[src/rtl/hpdcache_cfg_pkg.sv]
// hpdcache_cfg_pkg: shared register map, reset values, apply-FSM encoding and the
// active-configuration struct for the HPDcache runtime configuration bank.
package hpdcache_cfg_pkg;

    // Field widths of the configuration struct; the bank's parameters default to these
    localparam int unsigned HPDCACHE_CFG_NREQUESTERS        = 4;
    localparam int unsigned HPDCACHE_CFG_WBUF_TIMECNT_WIDTH = 4;

    localparam int unsigned CFG_ADDR_CTRL     = 0;
    localparam int unsigned CFG_ADDR_WBUF_THR = 1;
    localparam int unsigned CFG_ADDR_REQ_MASK = 2;
    localparam int unsigned CFG_ADDR_APPLY    = 3;
    localparam int unsigned CFG_ADDR_HIT_CNT  = 4;
    localparam int unsigned CFG_ADDR_MISS_CNT = 5;

    localparam int unsigned CTRL_ENABLE_BIT         = 0;
    localparam int unsigned CTRL_RESET_TIMECNT_BIT  = 1;
    localparam int unsigned CTRL_SEQUENTIAL_WAW_BIT = 2;
    localparam int unsigned CTRL_RTAB_SINGLE_BIT    = 3;

    localparam int unsigned APPLY_START_BIT       = 0;
    localparam int unsigned APPLY_CLR_TIMEOUT_BIT = 1;

    localparam logic [3:0] CFG_CTRL_RESET = 4'b0110;
    localparam logic [HPDCACHE_CFG_WBUF_TIMECNT_WIDTH-1:0] CFG_WBUF_THR_RESET =
        HPDCACHE_CFG_WBUF_TIMECNT_WIDTH'(32'd3);
    localparam logic [HPDCACHE_CFG_NREQUESTERS-1:0] CFG_REQ_MASK_RESET = '1;

    typedef enum logic [1:0] {
        CFG_IDLE   = 2'b00,
        CFG_DRAIN  = 2'b01,
        CFG_COMMIT = 2'b10
    } hpdcache_cfg_state_e;

    typedef struct packed {
        logic                                       enable;
        logic                                       wbuf_reset_timecnt_on_write;
        logic                                       wbuf_sequential_waw;
        logic                                       rtab_single_entry;
        logic [HPDCACHE_CFG_WBUF_TIMECNT_WIDTH-1:0] wbuf_threshold;
        logic [HPDCACHE_CFG_NREQUESTERS-1:0]        req_enable;
    } hpdcache_cfg_t;

    localparam hpdcache_cfg_t HPDCACHE_CFG_RESET = '{
        enable:                      CFG_CTRL_RESET[CTRL_ENABLE_BIT],
        wbuf_reset_timecnt_on_write: CFG_CTRL_RESET[CTRL_RESET_TIMECNT_BIT],
        wbuf_sequential_waw:         CFG_CTRL_RESET[CTRL_SEQUENTIAL_WAW_BIT],
        rtab_single_entry:           CFG_CTRL_RESET[CTRL_RTAB_SINGLE_BIT],
        wbuf_threshold:              CFG_WBUF_THR_RESET,
        req_enable:                  CFG_REQ_MASK_RESET
    };

    // Expand byte enables into a 64-bit bit mask
    function automatic logic [63:0] cfg_be_to_mask(input logic [7:0] be);
        return {{8{be[7]}}, {8{be[6]}}, {8{be[5]}}, {8{be[4]}},
                {8{be[3]}}, {8{be[2]}}, {8{be[1]}}, {8{be[0]}}};
    endfunction

endpackage

[src/rtl/hpdcache_cfg_apply_fsm.sv]
// hpdcache_cfg_apply_fsm: drain -> wait-for-idle -> commit sequencer with a bounded
// drain window and a sticky timeout flag.
module hpdcache_cfg_apply_fsm
    import hpdcache_cfg_pkg::*;
#(
    parameter int unsigned DRAIN_TIMEOUT = 1024
) (
    input  logic clk_i,
    input  logic rst_i,
    input  logic apply_i,
    input  logic timeout_clr_i,
    input  logic cache_idle_i,
    output logic busy_o,
    output logic timeout_o,
    output logic drain_req_o,
    output logic commit_o
);

    localparam int unsigned CNT_W = (DRAIN_TIMEOUT > 1) ? $clog2(DRAIN_TIMEOUT) : 1;
    localparam logic [CNT_W-1:0] CNT_LAST = CNT_W'(DRAIN_TIMEOUT - 1);

    hpdcache_cfg_state_e state_r, state_nxt_s;
    logic [CNT_W-1:0]    cnt_r, cnt_nxt_s;
    logic                timeout_r, timeout_set_s;
    logic                drain_req_r, drain_req_nxt_s;
    logic                commit_r, commit_nxt_s;

    // State and drain counter registers
    always_ff @(posedge clk_i) begin
        if (rst_i) begin
            state_r <= CFG_IDLE;
            cnt_r   <= '0;
        end else begin
            state_r <= state_nxt_s;
            cnt_r   <= cnt_nxt_s;
        end
    end

    // Next-state: idle wins over a timeout landing in the same cycle
    always_comb begin
        state_nxt_s   = state_r;
        cnt_nxt_s     = cnt_r;
        timeout_set_s = 1'b0;
        case (state_r)
            CFG_IDLE: begin
                if (apply_i) begin
                    state_nxt_s = CFG_DRAIN;
                    cnt_nxt_s   = '0;
                end else begin
                    state_nxt_s = CFG_IDLE;
                end
            end
            CFG_DRAIN: begin
                cnt_nxt_s = cnt_r + CNT_W'(1'b1);
                if (cache_idle_i) begin
                    state_nxt_s = CFG_COMMIT;
                end else if (cnt_r == CNT_LAST) begin
                    state_nxt_s   = CFG_IDLE;
                    timeout_set_s = 1'b1;
                end else begin
                    state_nxt_s = CFG_DRAIN;
                end
            end
            CFG_COMMIT: begin
                state_nxt_s = CFG_IDLE;
            end
            default: begin
                state_nxt_s = CFG_IDLE;
            end
        endcase
    end

    // Output decode from the next state so the outputs can be registered
    always_comb begin
        drain_req_nxt_s = (state_nxt_s != CFG_IDLE);
        commit_nxt_s    = (state_nxt_s == CFG_COMMIT);
    end

    // Registered drain request and commit pulse
    always_ff @(posedge clk_i) begin
        if (rst_i) begin
            drain_req_r <= 1'b0;
            commit_r    <= 1'b0;
        end else begin
            drain_req_r <= drain_req_nxt_s;
            commit_r    <= commit_nxt_s;
        end
    end

    // Sticky timeout flag, cleared only by software
    always_ff @(posedge clk_i) begin
        if (rst_i) begin
            timeout_r <= 1'b0;
        end else if (timeout_set_s) begin
            timeout_r <= 1'b1;
        end else if (timeout_clr_i) begin
            timeout_r <= 1'b0;
        end else begin
            timeout_r <= timeout_r;
        end
    end

    assign busy_o      = (state_r != CFG_IDLE);
    assign timeout_o   = timeout_r;
    assign drain_req_o = drain_req_r;
    assign commit_o    = commit_r;

endmodule

[src/rtl/hpdcache_cfg_regs.sv]
// hpdcache_cfg_regs: runtime HPDcache configuration bank; software writes shadow registers,
// APPLY drains the cache and commits them to active. HPDCACHE_CFG_PERF_CNT_EN adds hit/miss counters.
module hpdcache_cfg_regs
    import hpdcache_cfg_pkg::*;
#(
    parameter int unsigned NREQUESTERS        = HPDCACHE_CFG_NREQUESTERS,
    parameter int unsigned WBUF_TIMECNT_WIDTH = HPDCACHE_CFG_WBUF_TIMECNT_WIDTH,
    parameter int unsigned ADDR_WIDTH         = 4,
    parameter int unsigned DRAIN_TIMEOUT      = 1024
) (
    input  logic                          clk_i,
    input  logic                          rst_i,
    input  logic                          cfg_req_valid_i,
    output logic                          cfg_req_ready_o,
    input  logic                          cfg_req_we_i,
    input  logic [ADDR_WIDTH-1:0]         cfg_req_addr_i,
    input  logic [63:0]                   cfg_req_wdata_i,
    input  logic [7:0]                    cfg_req_be_i,
    output logic                          cfg_rsp_valid_o,
    input  logic                          cfg_rsp_ready_i,
    output logic [63:0]                   cfg_rsp_rdata_o,
    output logic                          cfg_rsp_error_o,
    input  logic                          cache_idle_i,
    output logic                          cfg_drain_req_o,
    output logic                          cfg_updated_o,
    output logic                          cfg_enable_o,
    output logic                          cfg_wbuf_reset_timecnt_on_write_o,
    output logic                          cfg_wbuf_sequential_waw_o,
    output logic                          cfg_rtab_single_entry_o,
    output logic [WBUF_TIMECNT_WIDTH-1:0] cfg_wbuf_threshold_o,
    output logic [NREQUESTERS-1:0]        cfg_req_enable_o,
    input  logic                          hit_i,
    input  logic                          miss_i
);

    hpdcache_cfg_t shadow_r, shadow_nxt_s, active_r;
    logic          rsp_valid_r, rsp_error_r;
    logic [63:0]   rsp_rdata_r;
    logic          accept_s, wr_s, wr_cfg_s, busy_s, timeout_s, commit_s;
    logic          apply_s, timeout_clr_s;
    logic [63:0]   be_mask_s, rd_data_s;
    logic          rd_mapped_s, rsp_error_s;
    logic [3:0]    ctrl_s, ctrl_nxt_s;
    logic          unused_s;

    assign cfg_req_ready_o = !rsp_valid_r || cfg_rsp_ready_i;
    assign accept_s        = cfg_req_valid_i && cfg_req_ready_o;
    assign wr_s            = accept_s && cfg_req_we_i;
    assign wr_cfg_s        = wr_s && !busy_s;
    assign be_mask_s       = cfg_be_to_mask(cfg_req_be_i);
    assign apply_s         = wr_cfg_s && (cfg_req_addr_i == ADDR_WIDTH'(CFG_ADDR_APPLY)) &&
                             cfg_req_wdata_i[APPLY_START_BIT] && cfg_req_be_i[0];
    assign timeout_clr_s   = wr_cfg_s && (cfg_req_addr_i == ADDR_WIDTH'(CFG_ADDR_APPLY)) &&
                             cfg_req_wdata_i[APPLY_CLR_TIMEOUT_BIT] && cfg_req_be_i[0];

    hpdcache_cfg_apply_fsm #(
        .DRAIN_TIMEOUT (DRAIN_TIMEOUT)
    ) i_apply_fsm (
        .clk_i         (clk_i),
        .rst_i         (rst_i),
        .apply_i       (apply_s),
        .timeout_clr_i (timeout_clr_s),
        .cache_idle_i  (cache_idle_i),
        .busy_o        (busy_s),
        .timeout_o     (timeout_s),
        .drain_req_o   (cfg_drain_req_o),
        .commit_o      (commit_s)
    );

`ifdef HPDCACHE_CFG_PERF_CNT_EN
    logic [31:0] hit_cnt_r, miss_cnt_r;

    // Saturating event counters; a write to the counter's address clears it first
    always_ff @(posedge clk_i) begin
        if (rst_i) begin
            hit_cnt_r  <= 32'd0;
            miss_cnt_r <= 32'd0;
        end else begin
            if (wr_s && (cfg_req_addr_i == ADDR_WIDTH'(CFG_ADDR_HIT_CNT))) begin
                hit_cnt_r <= 32'd0;
            end else if (hit_i && (hit_cnt_r != 32'hFFFF_FFFF)) begin
                hit_cnt_r <= hit_cnt_r + 32'd1;
            end else begin
                hit_cnt_r <= hit_cnt_r;
            end
            if (wr_s && (cfg_req_addr_i == ADDR_WIDTH'(CFG_ADDR_MISS_CNT))) begin
                miss_cnt_r <= 32'd0;
            end else if (miss_i && (miss_cnt_r != 32'hFFFF_FFFF)) begin
                miss_cnt_r <= miss_cnt_r + 32'd1;
            end else begin
                miss_cnt_r <= miss_cnt_r;
            end
        end
    end

    assign unused_s = ^{be_mask_s, cfg_req_wdata_i};
`else
    assign unused_s = ^{be_mask_s, cfg_req_wdata_i, hit_i, miss_i};
`endif

    // CTRL bits gathered into register layout
    always_comb begin
        ctrl_s                          = 4'b0000;
        ctrl_s[CTRL_ENABLE_BIT]         = shadow_r.enable;
        ctrl_s[CTRL_RESET_TIMECNT_BIT]  = shadow_r.wbuf_reset_timecnt_on_write;
        ctrl_s[CTRL_SEQUENTIAL_WAW_BIT] = shadow_r.wbuf_sequential_waw;
        ctrl_s[CTRL_RTAB_SINGLE_BIT]    = shadow_r.rtab_single_entry;
        ctrl_nxt_s = (ctrl_s & ~be_mask_s[3:0]) | (cfg_req_wdata_i[3:0] & be_mask_s[3:0]);
    end

    // Byte-masked shadow update; writes are dropped while an apply is in flight
    always_comb begin
        shadow_nxt_s = shadow_r;
        if (wr_cfg_s) begin
            case (cfg_req_addr_i)
                ADDR_WIDTH'(CFG_ADDR_CTRL): begin
                    shadow_nxt_s.enable                      = ctrl_nxt_s[CTRL_ENABLE_BIT];
                    shadow_nxt_s.wbuf_reset_timecnt_on_write = ctrl_nxt_s[CTRL_RESET_TIMECNT_BIT];
                    shadow_nxt_s.wbuf_sequential_waw         = ctrl_nxt_s[CTRL_SEQUENTIAL_WAW_BIT];
                    shadow_nxt_s.rtab_single_entry           = ctrl_nxt_s[CTRL_RTAB_SINGLE_BIT];
                end
                ADDR_WIDTH'(CFG_ADDR_WBUF_THR): begin
                    shadow_nxt_s.wbuf_threshold =
                        (shadow_r.wbuf_threshold & ~be_mask_s[WBUF_TIMECNT_WIDTH-1:0]) |
                        (cfg_req_wdata_i[WBUF_TIMECNT_WIDTH-1:0] & be_mask_s[WBUF_TIMECNT_WIDTH-1:0]);
                end
                ADDR_WIDTH'(CFG_ADDR_REQ_MASK): begin
                    shadow_nxt_s.req_enable =
                        (shadow_r.req_enable & ~be_mask_s[NREQUESTERS-1:0]) |
                        (cfg_req_wdata_i[NREQUESTERS-1:0] & be_mask_s[NREQUESTERS-1:0]);
                end
                default: begin
                    shadow_nxt_s = shadow_r;
                end
            endcase
        end else begin
            shadow_nxt_s = shadow_r;
        end
    end

    // Read mux and error decode for the request being accepted
    always_comb begin
        rd_data_s   = 64'd0;
        rd_mapped_s = 1'b1;
        case (cfg_req_addr_i)
            ADDR_WIDTH'(CFG_ADDR_CTRL):     rd_data_s = 64'(ctrl_s);
            ADDR_WIDTH'(CFG_ADDR_WBUF_THR): rd_data_s = 64'(shadow_r.wbuf_threshold);
            ADDR_WIDTH'(CFG_ADDR_REQ_MASK): rd_data_s = 64'(shadow_r.req_enable);
            ADDR_WIDTH'(CFG_ADDR_APPLY):    rd_data_s = {62'd0, timeout_s, busy_s};
`ifdef HPDCACHE_CFG_PERF_CNT_EN
            ADDR_WIDTH'(CFG_ADDR_HIT_CNT):  rd_data_s = 64'(hit_cnt_r);
            ADDR_WIDTH'(CFG_ADDR_MISS_CNT): rd_data_s = 64'(miss_cnt_r);
`endif
            default: begin
                rd_data_s   = 64'd0;
                rd_mapped_s = 1'b0;
            end
        endcase
        rsp_error_s = !rd_mapped_s ||
                      (cfg_req_we_i && busy_s && (cfg_req_addr_i <= ADDR_WIDTH'(CFG_ADDR_APPLY)));
    end

    // Shadow and active configuration registers
    always_ff @(posedge clk_i) begin
        if (rst_i) begin
            shadow_r <= HPDCACHE_CFG_RESET;
            active_r <= HPDCACHE_CFG_RESET;
        end else begin
            shadow_r <= shadow_nxt_s;
            if (commit_s) begin
                active_r <= shadow_r;
            end else begin
                active_r <= active_r;
            end
        end
    end

    // Response register: loads on accept, held until the requester takes it
    always_ff @(posedge clk_i) begin
        if (rst_i) begin
            rsp_valid_r <= 1'b0;
            rsp_rdata_r <= 64'd0;
            rsp_error_r <= 1'b0;
        end else if (accept_s) begin
            rsp_valid_r <= 1'b1;
            rsp_rdata_r <= cfg_req_we_i ? 64'd0 : rd_data_s;
            rsp_error_r <= rsp_error_s;
        end else if (cfg_rsp_ready_i) begin
            rsp_valid_r <= 1'b0;
            rsp_rdata_r <= rsp_rdata_r;
            rsp_error_r <= rsp_error_r;
        end else begin
            rsp_valid_r <= rsp_valid_r;
            rsp_rdata_r <= rsp_rdata_r;
            rsp_error_r <= rsp_error_r;
        end
    end

    assign cfg_updated_o                     = commit_s;
    assign cfg_rsp_valid_o                   = rsp_valid_r;
    assign cfg_rsp_rdata_o                   = rsp_rdata_r;
    assign cfg_rsp_error_o                   = rsp_error_r;
    assign cfg_enable_o                      = active_r.enable;
    assign cfg_wbuf_reset_timecnt_on_write_o = active_r.wbuf_reset_timecnt_on_write;
    assign cfg_wbuf_sequential_waw_o         = active_r.wbuf_sequential_waw;
    assign cfg_rtab_single_entry_o           = active_r.rtab_single_entry;
    assign cfg_wbuf_threshold_o              = active_r.wbuf_threshold;
    assign cfg_req_enable_o                  = active_r.req_enable;

endmodule

[config.mk]
export PLATFORM = sky130hd
export DESIGN_NAME = hpdcache_cfg_regs
export DESIGN_NICKNAME = d
export VERILOG_FILES = /design/src/rtl/hpdcache_cfg_pkg.sv /design/src/rtl/hpdcache_cfg_apply_fsm.sv /design/src/rtl/hpdcache_cfg_regs.sv
export SDC_FILE = /design/constraint.sdc
export NUM_CORES = 1
export LEC_CHECK = 0
export BUFFER_PORTS_ARGS = -buffer_cell sky130_fd_sc_hd__buf_2
export CAP_MARGIN = 10
export CORE_ASPECT_RATIO = 1.1
export CORE_MARGIN = 2
export CORE_UTILIZATION = 30
export DETAILED_ROUTE_END_ITERATION = 8
export SYNTH_ARGS = -nofsm -noshare
export SYNTH_HDL_FRONTEND = slang
export SYNTH_SLANG_ARGS = --single-unit
[constraint.sdc]
create_clock -name clk_i -period 1.52 [get_ports clk_i]
set_clock_uncertainty 0.15 [all_clocks]
set_input_delay 0.304 -clock clk_i [delete_from_list [all_inputs] [get_ports clk_i]]
set_output_delay 0.304 -clock clk_i [all_outputs]
set_load 0.03 [all_outputs]
### Word level (Yosys, flattened, before mapping)

Index checks and enable logic that the tools add are counted.

* register bits: 105
* input bits: 84
* output and inout port bits: 81
* word-level logic and storage cells: 80

* add/sub/neg operators: 1
* order comparisons: 1
* eq/ne operators: 7
* mux-type cells: 16
* bitwise logic cells: 8
* reductions and logical operators: 27

Operators with widths (number)
* 64-bit 2-to-1 mux: 1
* 10-bit case mux with 2 select lines: 1
* 4-bit bitwise AND: 4
* 4-bit case mux with 4 select lines: 1
* 4-bit bitwise OR: 3
* 10-bit by 1-bit adder with 10-bit output, second input constant: 1
* 10-bit equality test, second input constant: 1
* 1-bit logical AND: 10
* 1-bit 2-to-1 mux: 10
* 10-bit 2-to-1 mux: 1
* 2-bit nonzero test: 5
* 4-bit by 2-bit equality test with 1-bit output, second input constant: 2
* 2-bit AND reduction: 4
* 4-bit by 1-bit equality test with 1-bit output, second input constant: 1
* 4-bit by 2-bit <= comparator with 1-bit output, second input constant: 1
* 4-bit logical NOT: 1
* 4-bit inverter: 1
* 2-bit case mux with 2 select lines: 1
* 4-bit OR reduction: 1
* 1-bit logical NOT: 3
* 2-bit by 1-bit equality test with 1-bit output, second input constant: 1
* 2-bit equality test, second input constant: 1
* 2-bit logical NOT: 1
* 1-bit logical OR: 2
* 2 further kinds: 2

### Logic depth before layout (Yosys ltp)

Gate-level depths: netlist of run 1.

* word-level depth: 11
* depth in mapped cells: 5

### By module

A second synthesis of run 1 with hierarchy kept.

* cells, all modules: 277
* area, all modules: 2493.6 um^2

By module, submodules not included
* hpdcache_cfg_regs: times used 1, cells an instance 194, area each 1775.5 um^2, seq. area each 600.6 um^2
* hpdcache_cfg_apply_fsm: times used 1, cells an instance 83, area each 718.2 um^2, seq. area each 300.3 um^2

### Least setup slack after synthesis of run 1

OpenSTA, ideal clock, no wires.

* path kind: register -> register
* start point: reg rsp_valid_r (netlist: cfg_rsp_valid_o)
* end point: reg with a tool-made name
* library setup time: 0.120 ns
* arrival: 1.373 ns
* required time: 1.250 ns
* slack: -0.123 ns
* stages on the path, launching flop included: 5
* buffers on the path: 1
* clock period less this slack: 1.643 ns
* cell sequence: dfxtp_1 -> nand2b_1 -> buf_2 -> nand4_1 -> a211o_1

RTL lines
* start, declared: RTL line hpdcache_cfg_regs.sv:37 `logic rsp_valid_r, rsp_error_r;`
* start signal, assigned: RTL line hpdcache_cfg_regs.sv:193 `rsp_valid_r <= rsp_valid_r;`

==> results of run 1 <==
[worst paths after layout]
path	startpoint	to	slack [ns]	cells after the start
worst max-delay path	i_apply_fsm.state_r[0]	register	-0.01	4
worst max register to register	i_apply_fsm.state_r[0]	register	-0.01	4
worst min register to register	i_apply_fsm.cnt_r[9]	i_apply_fsm.cnt_r[9]	0.34	2
worst min-delay path	cfg_req_wdata_i[2]	register	0.10	3
[worst max-delay path: stages (launching register included)]
cell and delay [ns]:
dfxtp_4 0.38, nor4b_2 0.29, nand4_1 0.14, buf_4 0.18, a211o_1 0.29
[cell type report]
cell class              instances  area (um^2)  share of cell area (%)
inverters                       7         26.3                   0.900
clock inverters                 2         35.0                    1.20
flip-flops and latches         45          918                    31.4
repair buffers                 72          484                    16.6
well taps                     108          135                    4.63
multi-input cells             201         1250                    42.9
clock buffers                   5         68.8                    2.36
[power groups by stage]
stage	combinational, mW	clock, mW	sequential, mW
finish	0.363	0.858	1.19
global route	0.383	0.937	1.19
CTS	0.359	0.893	1.19
detailed placement	0.355	0	1.22
global placement	0.353	0	1.22
floorplan	0.388	0	1.23
[cell usage after synthesis, drive strengths merged]
cell type / instances
nor2: 32
ha: 1
nand2: 6
a211oi: 1
mux4: 2
a22oi: 4
nor3: 2
nor2b: 10
buf: 67
nor4: 2
a211o: 16
nor4b: 2
o31ai: 1
o21a: 1
a21oi: 8
and4bb: 1
mux2i: 10
o21ai: 4
xor2: 2
o211ai: 2
conb: 1
nand3: 3
dfxtp: 45
o2bb2ai: 2
nand4b: 1
nand3b: 1
clkbuf: 5
or2: 4
o21bai: 1
nor3b: 2
a31oi: 1
xnor2: 4
inv: 7
nand2b: 3
and4b: 1
or3: 2
nand4: 9
[cell families (layout without fill, tap and decap cells)]
kind of cell / Yosys count / count (layout)
buf+inv: 79 / 86
simple gates: 81 / 81
xor+xnor: 6 / 6
compound gates: 41 / 41
fa+ha+maj: 1 / 1
flops: 45 / 45
mux: 12 / 12
other cells: 1 / 60
[layer usage]
metal	wire, um	up-vias	track usage (%)
met5	0	-	0
met4	22	0	3.08
met3	286	2	2.68
met2	2420	57	18.0
met1	2030	844	13.0
li1	-	923	-
[what timing repair did]
action | in CTS | in global routing
endpoints found under the setup margin | 19 | 18
pin swaps | 1 | 1
gates cloned | 0 | 0
buffers inserted | 1 | 1
gates resized for setup | 12 | 10
[cells in the final DEF (no fill, tap or decap), types with 3 or more instances in the layout]
cell type  instances
buf_4             35
nor2b_1           10
a211o_1           16
a22oi_1            3
dfxtp_1           35
dfxtp_2            8
xnor2_1            4
or2_2              3
o21ai_0            3
a21oi_1            8
inv_1              7
conb_1            60
mux2i_1           10
clkbuf_8           5
buf_2             34
nand2_1            6
nand4_1            8
nor2_1            32
==> summary.md, run 1 <==
| Metric | Value |
|---|---|
| Hold crit path type | input pin to register |
| Largest net degree at the start of global routing | 29 |
| CTS Sinks | 45 |
| Global route total overflow | 0 |
| Clk_lat worst skew | 0.29 ns |
| # diodes | 0 |
| FMAX | 0.653 GHz |
| Slew Limit Fails | 0 |
| GP Congestion | between 0.8 and 0.9 |
| Failing checks | setup timing |
| Nature of the critical path endpoint | register |
| Sw Pwr | 0.672 mW |
| I/O pin count | 165 |
| Synth-to-layout area growth | 19.8% |
| Via/cell ratio | 4.15 |
| Max clock buf depth | 2 |
| Root buf cell | clkbuf_8 |
| Synth Area in Adders | less than 1% |
| Die W | 89.9 um |
| Number of buffer cells added on primary ports | 35 |
| Final Instance Count excl. Fillers | 440 |
| Area share of the largest cell type after synthesis | 37.0% |
| Gr usage total | 10.5% |
| Yosys warns | 0 |
| Internal cell power | 1.74 mW |
| Sequential area share after synthesis | 37.0% |
| First-pass GRT wire length | 7640 um |
| Worst hold margin | 0.101 ns |
| Overall Power | 2.41 mW |
| Lkg Pwr | 1.31 nW |
| 1st-iter DRT viols | slightly below 90 |
| Layout Nets | approximately 420 |
| Placed insts | 431 |
| MaxCap Viol Count | 0 |
| Worst Path Arrival | 1.57 ns |
| Total number of vias | 1826 |
| H-tree lvl count | 2 |
| #FFs+latches synth | 45 |
| Fin worst setup slack | -0.0108 ns |
| FILL cells | approximately 840 |
| Worst-case vdd ir drop | 436 uV |
| CTS tree | yes |
| Post-synthesis mux area share | 5.95% |
| Outcome | finished, violations left |
| Critical path launch point type | register |
| Final hold vios | 0 |
| PD cells | 825 nW/um^2 |
| Number of global-route vias before repair | 1658 |
| Post-synthesis xor/xnor area fraction | 2.16% |
| Design area | 2920 um^2 |
| RSZ-0062 raised after global routing | true |
| Netlist Area Pre-Place | 2440 um^2 |
| Initial antenna violation count | 0 |
| Area leader, netlist | dfxtp_1 |
| Simple logic cell fraction of the synthesized area | 19.4% |
| # hold bufs at CTS | 0 |
| Post-Synthesis Cells | between 200 and 300 |
| Switch share | 27.9% |
| Clock power share | 35.6% |
| Period minus WS final | 1.53 ns |
| Final setup violating endpoints | 3 |
| Drt pass-1 iters | 4 |
| Final period util | 101% |
| Row cnt | 34 |
| Ranking of synthesized cells by area | dfxtp_1, buf_4, a211o_1, nor2_1, mux2i_1 |
| Initial Utilization | 30.8% |
| Post-route DRC | 0 |
| Sequential power share | about half |
| Placeable Area | around 7900 um^2 |
| Pre-CTS WS | -0.113 ns |
| Mean Syn Cell Area | 9.16 um^2 |
| Post-synth cell types | 44 |
| Setup TNS | -0.0221 ns |
| Die height | 98.5 um |
| Critical Path RT | 1.56 ns |
| CP Max Fanout | 8 |
| Worst-path clk slew | around 0.080 ns |
| Crit path kind | register to register |
| ANT nets after route | 0 |
| Combinational power share | between 15 and 20% |
| Wire per inst | 10.8 um |
| DP HPWL | roughly 3700 um |
| Final wirelength | 4760 um |
| Total CTS buffers | 5 |
| Placed cell area | 2740 um^2 |
| Final Core Density | 36.9% |
| Fraction of layout cells with a size suffix above 1 | 32.5% |
| Compound-cell area share of the yosys netlist | 12.6% |
| Die Footprint | 8860 um^2 |
| Largest family of logic cells by synthesized area | buffers and inverters |
Power figures use the tool's default switching activity.
==> inputs of run 2 (changes only) <==
--- a/config.mk
+++ b/config.mk
@@ -11,6 +11,7 @@
 export CORE_MARGIN = 2
 export CORE_UTILIZATION = 30
 export DETAILED_ROUTE_END_ITERATION = 8
+export SKIP_CTS_REPAIR_TIMING = 1
 export SYNTH_ARGS = -nofsm -noshare
 export SYNTH_HDL_FRONTEND = slang
 export SYNTH_SLANG_ARGS = --single-unit
==> summary.md, run 2 (same netlist as run 1, synthesis figures left out) <==
| Metric | Value |
|---|---|
| Outcome | finished, violations left (unchanged) |
| Failing checks | setup timing (unchanged) |
| Combinational power share | 15.1% (about the same) |
| Switch share | 27.9% (about the same) |
| Post-route DRC | 0 (unchanged) |
| Hold crit path type | input pin to register (unchanged) |
| Layout Nets | 416 (was 417) |
| Total number of vias | 1836 (was 1826) |
| Final hold vios | 0 (unchanged) |
| Global route total overflow | 0 (unchanged) |
| Most common cell after layout, fill and taps aside | conb_1 (unchanged) |
| Pre-CTS WS | -0.113 ns (unchanged) |
| Via/cell ratio | 4.18 (was 4.15) |
| Row cnt | 34 (unchanged) |
| Internal cell power | 1.74 mW (about the same) |
| FMAX | 0.653 GHz (about the same) |
| H-tree lvl count | 2 (unchanged) |
| DP HPWL | 3660 um (unchanged) |
| First-pass GRT wire length | 7640 um (unchanged) |
| Number of global-route vias before repair | 1663 (was 1658) |
| RSZ-0062 raised after global routing | true (unchanged) |
| PD cells | 819 nW/um^2 (was 825 nW/um^2) |
| Critical path launch point type | register (unchanged) |
| Crit path kind | register to register (unchanged) |
| FILL cells | 824 (was 836) |
| Nature of the critical path endpoint | register (unchanged) |
| 1st-iter DRT viols | 71 (was 87) |
| Max clock buf depth | 2 (unchanged) |
| Largest net degree at the start of global routing | 29 (unchanged) |
| Die height | 98.5 um (unchanged) |
| Final wirelength | 4790 um (was 4760 um) |
| MaxCap Viol Count | 0 (unchanged) |
| M2 GR Usage | 18.0% (unchanged) |
| M3 GR Usage | 2.68% (unchanged) |
| I/O pin count | 165 (unchanged) |
| GP Congestion | 0.818 (unchanged) |
| Setup TNS | -0.0211 ns (was -0.0221 ns) |
| Slew Limit Fails | 0 (unchanged) |
| Gr usage total | 10.5% (unchanged) |
| GR met1 Demand/Resource | 13.0% (unchanged) |
| Die W | 89.9 um (unchanged) |
| Critical Path RT | 1.60 ns (was 1.56 ns) |
| Drt pass-1 iters | 4 (unchanged) |
| CTS tree | yes (unchanged) |
| Sw Pwr | 0.672 mW (about the same) |
| Period minus WS final | 1.53 ns (about the same) |
| Wire per inst | 10.9 um (was 10.8 um) |
| Most frequent cells in the layout | conb_1, dfxtp_1, buf_2 (was conb_1, dfxtp_1, buf_4) |
| Final period util | 101% (about the same) |
| Total CTS buffers | 5 (unchanged) |
| Worst-case vdd ir drop | 403 uV (was 436 uV) |
| Worst Path Arrival | 1.61 ns (was 1.57 ns) |
| Clock power share | 35.6% (about the same) |
| Initial antenna violation count | 0 (unchanged) |
| Die Footprint | 8860 um^2 (unchanged) |
| CP Max Fanout | 3 (was 8) |
| Global route hottest layer | met2 (unchanged) |
| Placeable Area | 7910 um^2 (unchanged) |
| Number of buffer cells added on primary ports | 35 (unchanged) |
| Root buf cell | clkbuf_8 (unchanged) |
| ANT nets after route | 0 (unchanged) |
| CTS Sinks | 45 (unchanged) |
| # diodes | 0 (unchanged) |
| Final setup violating endpoints | 2 (was 3) |
| Sequential power share | 49.3% (about the same) |
| Clk_lat worst skew | 0.29 ns (about the same) |
| Synth-to-layout area growth | 20.6% (was 19.8%) |
| Fraction of layout cells with a size suffix above 1 | 32.9% (was 32.5%) |
| Worst-path clk slew | 0.08 ns (about the same) |
| Fin worst setup slack | -0.0117 ns (was -0.0108 ns) |
| Lkg Pwr | 1.31 nW (about the same) |
| Initial Utilization | 30.8% (unchanged) |
==> run 2: cell types whose count changed in the layout (fill, tap and decap cells not counted), moves of 2 or more <==
cell   previous run  this run
buf_4            35        31
buf_6             1         4
or3_1             2         0
or3_4             0         2
==> run 2: per-layer routing <==
metal / part of all wire [%] / wire (um) / vias to the layer above
li1: - / - / 922
met1: 42 / 2010 / 848
met2: 51 / 2440 / 64
met3: 6.7 / 321 / 2
met4: 0.46 / 22 / 0
met5: 0 / 0 / -
==> run 2: power groups by stage <==
stage / combinational (mW) / clock [mW] / sequential, mW
2_1_floorplan: 0.388 / 0 / 1.23
3_3_place_gp: 0.353 / 0 / 1.22
3_5_place_dp: 0.355 / 0 / 1.22
4_1_cts: 0.355 / 0.894 / 1.19
5_1_grt: 0.384 / 0.937 / 1.19
6_report: 0.364 / 0.857 / 1.19
==> run 2: worst paths after layout <==
check / startpoint / endpoint / slack, ns / depth (start not counted)
worst min register to register: i_apply_fsm.timeout_o / i_apply_fsm.timeout_o / 0.34 / 2
worst max-delay path: i_apply_fsm.cnt_r[0] / i_apply_fsm.cnt_r[9] / -0.01 / 5
worst max register to register: i_apply_fsm.cnt_r[0] / i_apply_fsm.cnt_r[9] / -0.01 / 5
worst min-delay path: cfg_req_wdata_i[2] / register / 0.10 / 3
==> run 2: cell type report <==
type	instances	area, um^2	share of cell area, %
clock buffer	5	68.8	2.34
clock inverter	2	35.0	1.19
inverter	7	26.3	0.894
multi-input combinational	201	1270	43.1
sequential	45	918	31.2
tap	108	135	4.60
timing repair buffer	71	488	16.6
==> run 2: worst max-delay path, cell delays in order, from the launching register on <==
cell and delay, ns:
dfxtp_2 0.36, buf_6 0.10, nand4b_4 0.10, or3_4 0.37
or3_4 0.33, o21ai_2 0.06
==> run 2: metrics by stage <==
stage	util, %	instance area, um^2	power, mW	instances	hold WS, ns
floorplan	-	2660	1.62	325	0.296
global placement	34.6	2740	1.57	431	0.312
detailed placement	34.6	2740	1.57	431	0.327
CTS	36.0	2850	2.44	438	0.0973
global route	37.2	2940	2.51	439	0.132
finish	37.2	2940	2.41	439	0.102
==> inputs of run 3 (changes only) <==
--- a/config.mk
+++ b/config.mk
@@ -11,6 +11,7 @@
 export CORE_MARGIN = 2
 export CORE_UTILIZATION = 30
 export DETAILED_ROUTE_END_ITERATION = 8
+export REMOVE_ABC_BUFFERS = 1
 export SKIP_CTS_REPAIR_TIMING = 1
 export SYNTH_ARGS = -nofsm -noshare
 export SYNTH_HDL_FRONTEND = slang
==> summary.md, run 3 (same netlist as run 1, synthesis figures left out) <==
| Metric | Value |
|---|---|
| Critical Path RT | 1.56 ns (was 1.60 ns) |
| Worst Path Arrival | 1.59 ns (was 1.61 ns) |
| Initial Utilization | 30.8% (unchanged) |
| Global route hottest layer | met2 (unchanged) |
| PD cells | 831 nW/um^2 (was 819 nW/um^2) |
| Worst-case vdd ir drop | 384 uV (was 403 uV) |
| I/O pin count | 165 (unchanged) |
| Placed insts | 434 (was 431) |
| Layout Nets | 423 (was 416) |
| First-pass GRT wire length | 8060 um (was 7640 um) |
| DP HPWL | 3920 um (was 3660 um) |
| # diodes | 0 (unchanged) |
| Period minus WS final | 1.55 ns (was 1.53 ns) |
| Placeable Area | 7910 um^2 (unchanged) |
| CP Max Fanout | 7 (was 3) |
| Number of global-route vias before repair | 1724 (was 1663) |
| CTS Sinks | 45 (unchanged) |
| Global route total overflow | 0 (unchanged) |
| Initial antenna violation count | 0 (unchanged) |
| Largest net degree at the start of global routing | 17 (was 29) |
| Worst-path clk slew | 0.09 ns (was 0.08 ns) |
| Die W | 89.9 um (unchanged) |
| Hold crit path type | input pin to register (unchanged) |
| Die Footprint | 8860 um^2 (unchanged) |
| MaxCap Viol Count | 0 (unchanged) |
| Most common cell after layout, fill and taps aside | conb_1 (unchanged) |
| Final Instance Count excl. Fillers | 447 (was 439) |
| Failing checks | setup timing (unchanged) |
| Via/cell ratio | 4.20 (was 4.18) |
| Fraction of layout cells with a size suffix above 1 | 35.7% (was 32.9%) |
| Max clock buf depth | 2 (unchanged) |
| Fin worst setup slack | -0.0316 ns (was -0.0117 ns) |
| Total CTS buffers | 5 (unchanged) |
| Nature of the critical path endpoint | register (unchanged) |
| Lkg Pwr | 1.34 nW (was 1.31 nW) |
| M2 GR Usage | 20.3% (was 18.0%) |
| Crit path kind | register to register (unchanged) |
| Drt pass-1 iters | 4 (unchanged) |
| Outcome | finished, violations left (unchanged) |
| Gr usage total | 11.2% (was 10.5%) |
| Row cnt | 34 (unchanged) |
| Final hold vios | 0 (unchanged) |
| GP Congestion | 0.771 (was 0.818) |
| Root buf cell | clkbuf_8 (unchanged) |
| Clk_lat worst skew | 0.30 ns (was 0.29 ns) |
| Worst hold margin | 0.120 ns (was 0.102 ns) |
| FMAX | 0.644 GHz (was 0.653 GHz) |
| Final period util | 102% (was 101%) |
| Post-route DRC | 0 (unchanged) |
| Setup TNS | -0.201 ns (was -0.0211 ns) |
| Most frequent cells in the layout | conb_1, buf_4, buf_2 (was conb_1, dfxtp_1, buf_2) |
| Critical path launch point type | register (unchanged) |
| CTS tree | yes (unchanged) |
| Die height | 98.5 um (unchanged) |
| Number of buffer cells added on primary ports | 35 (unchanged) |
| 1st-iter DRT viols | 53 (was 71) |
| GR met1 Demand/Resource | 12.7% (was 13.0%) |
| Slew Limit Fails | 0 (unchanged) |
| ANT nets after route | 0 (unchanged) |
| Synth-to-layout area growth | 23.2% (was 20.6%) |
| M3 GR Usage | 3.52% (was 2.68%) |
| H-tree lvl count | 2 (unchanged) |
| Total number of vias | 1879 (was 1836) |
| Final wirelength | 5280 um (was 4790 um) |
| RSZ-0062 raised after global routing | true (unchanged) |
| Wire per inst | 11.8 um (was 10.9 um) |
| Final setup violating endpoints | 11 (was 2) |
run 3: cell count changes in the layout (fill, tap and decap cells not counted), moves of 2 or more:
cell,delta
dfxtp_4,+2
buf_4,+9
or2_4,+2
buf_12,-2
run 3: path summary, 6_finish.rpt:
path / startpoint / end / slack (ns) / depth (start not counted)
setup / recovery: i_apply_fsm.state_r[0] / cfg_rsp_rdata_o[0] / -0.03 / 4
hold / removal: cfg_req_wdata_i[2] / register / 0.12 / 3
setup reg to reg: i_apply_fsm.state_r[0] / cfg_rsp_rdata_o[0] / -0.03 / 4
hold reg to reg: i_apply_fsm.timeout_o / i_apply_fsm.timeout_o / 0.33 / 2
run 3: area by class of cell:
cell class | count | area (um^2)
fillers | 807 | 4910
clock buffers | 7 | 86.3
flip-flops and latches | 45 | 925
well taps | 108 | 135
inverters | 7 | 26.3
clock inverters | 1 | 30.0
repair buffers | 78 | 509
multi-input cells | 201 | 1290
run 3: worst max-delay path, cell delays in order, from the launching register on:
cell and delay, ns:
dfxtp_4 0.39, or2_4 0.24, mux4_2 0.47, a22oi_2 0.13, nor2_1 0.06
run 3: metal layers:
layer  routed length [um]  vias to the layer above
met5                    0                        -
met4                   76                        0
met3                  250                        7
met2                 2680                       53
met1                 2270                      888
li1                     -                      931
run 3: power by group:
group	leakage (nW)	internal [mW]	switching, mW
Sequential	0.370	1.18	0.00579
Combinational	0.907	0.0729	0.290
Clock	0.0585	0.536	0.413
Total	1.34	1.79	0.709
run 3: through the flow:
stage	utilization (%)	setup slack, ns	power [mW]	area [um^2]
after floorplan	-	-0.300	1.47	2140
after global placement	34.6	-0.135	1.57	2740
after detailed placement	34.6	-0.149	1.57	2740
after CTS	36.1	-0.220	2.52	2850
after global routing	38.0	-0.0743	2.59	3000
final	38.0	-0.0316	2.50	3000
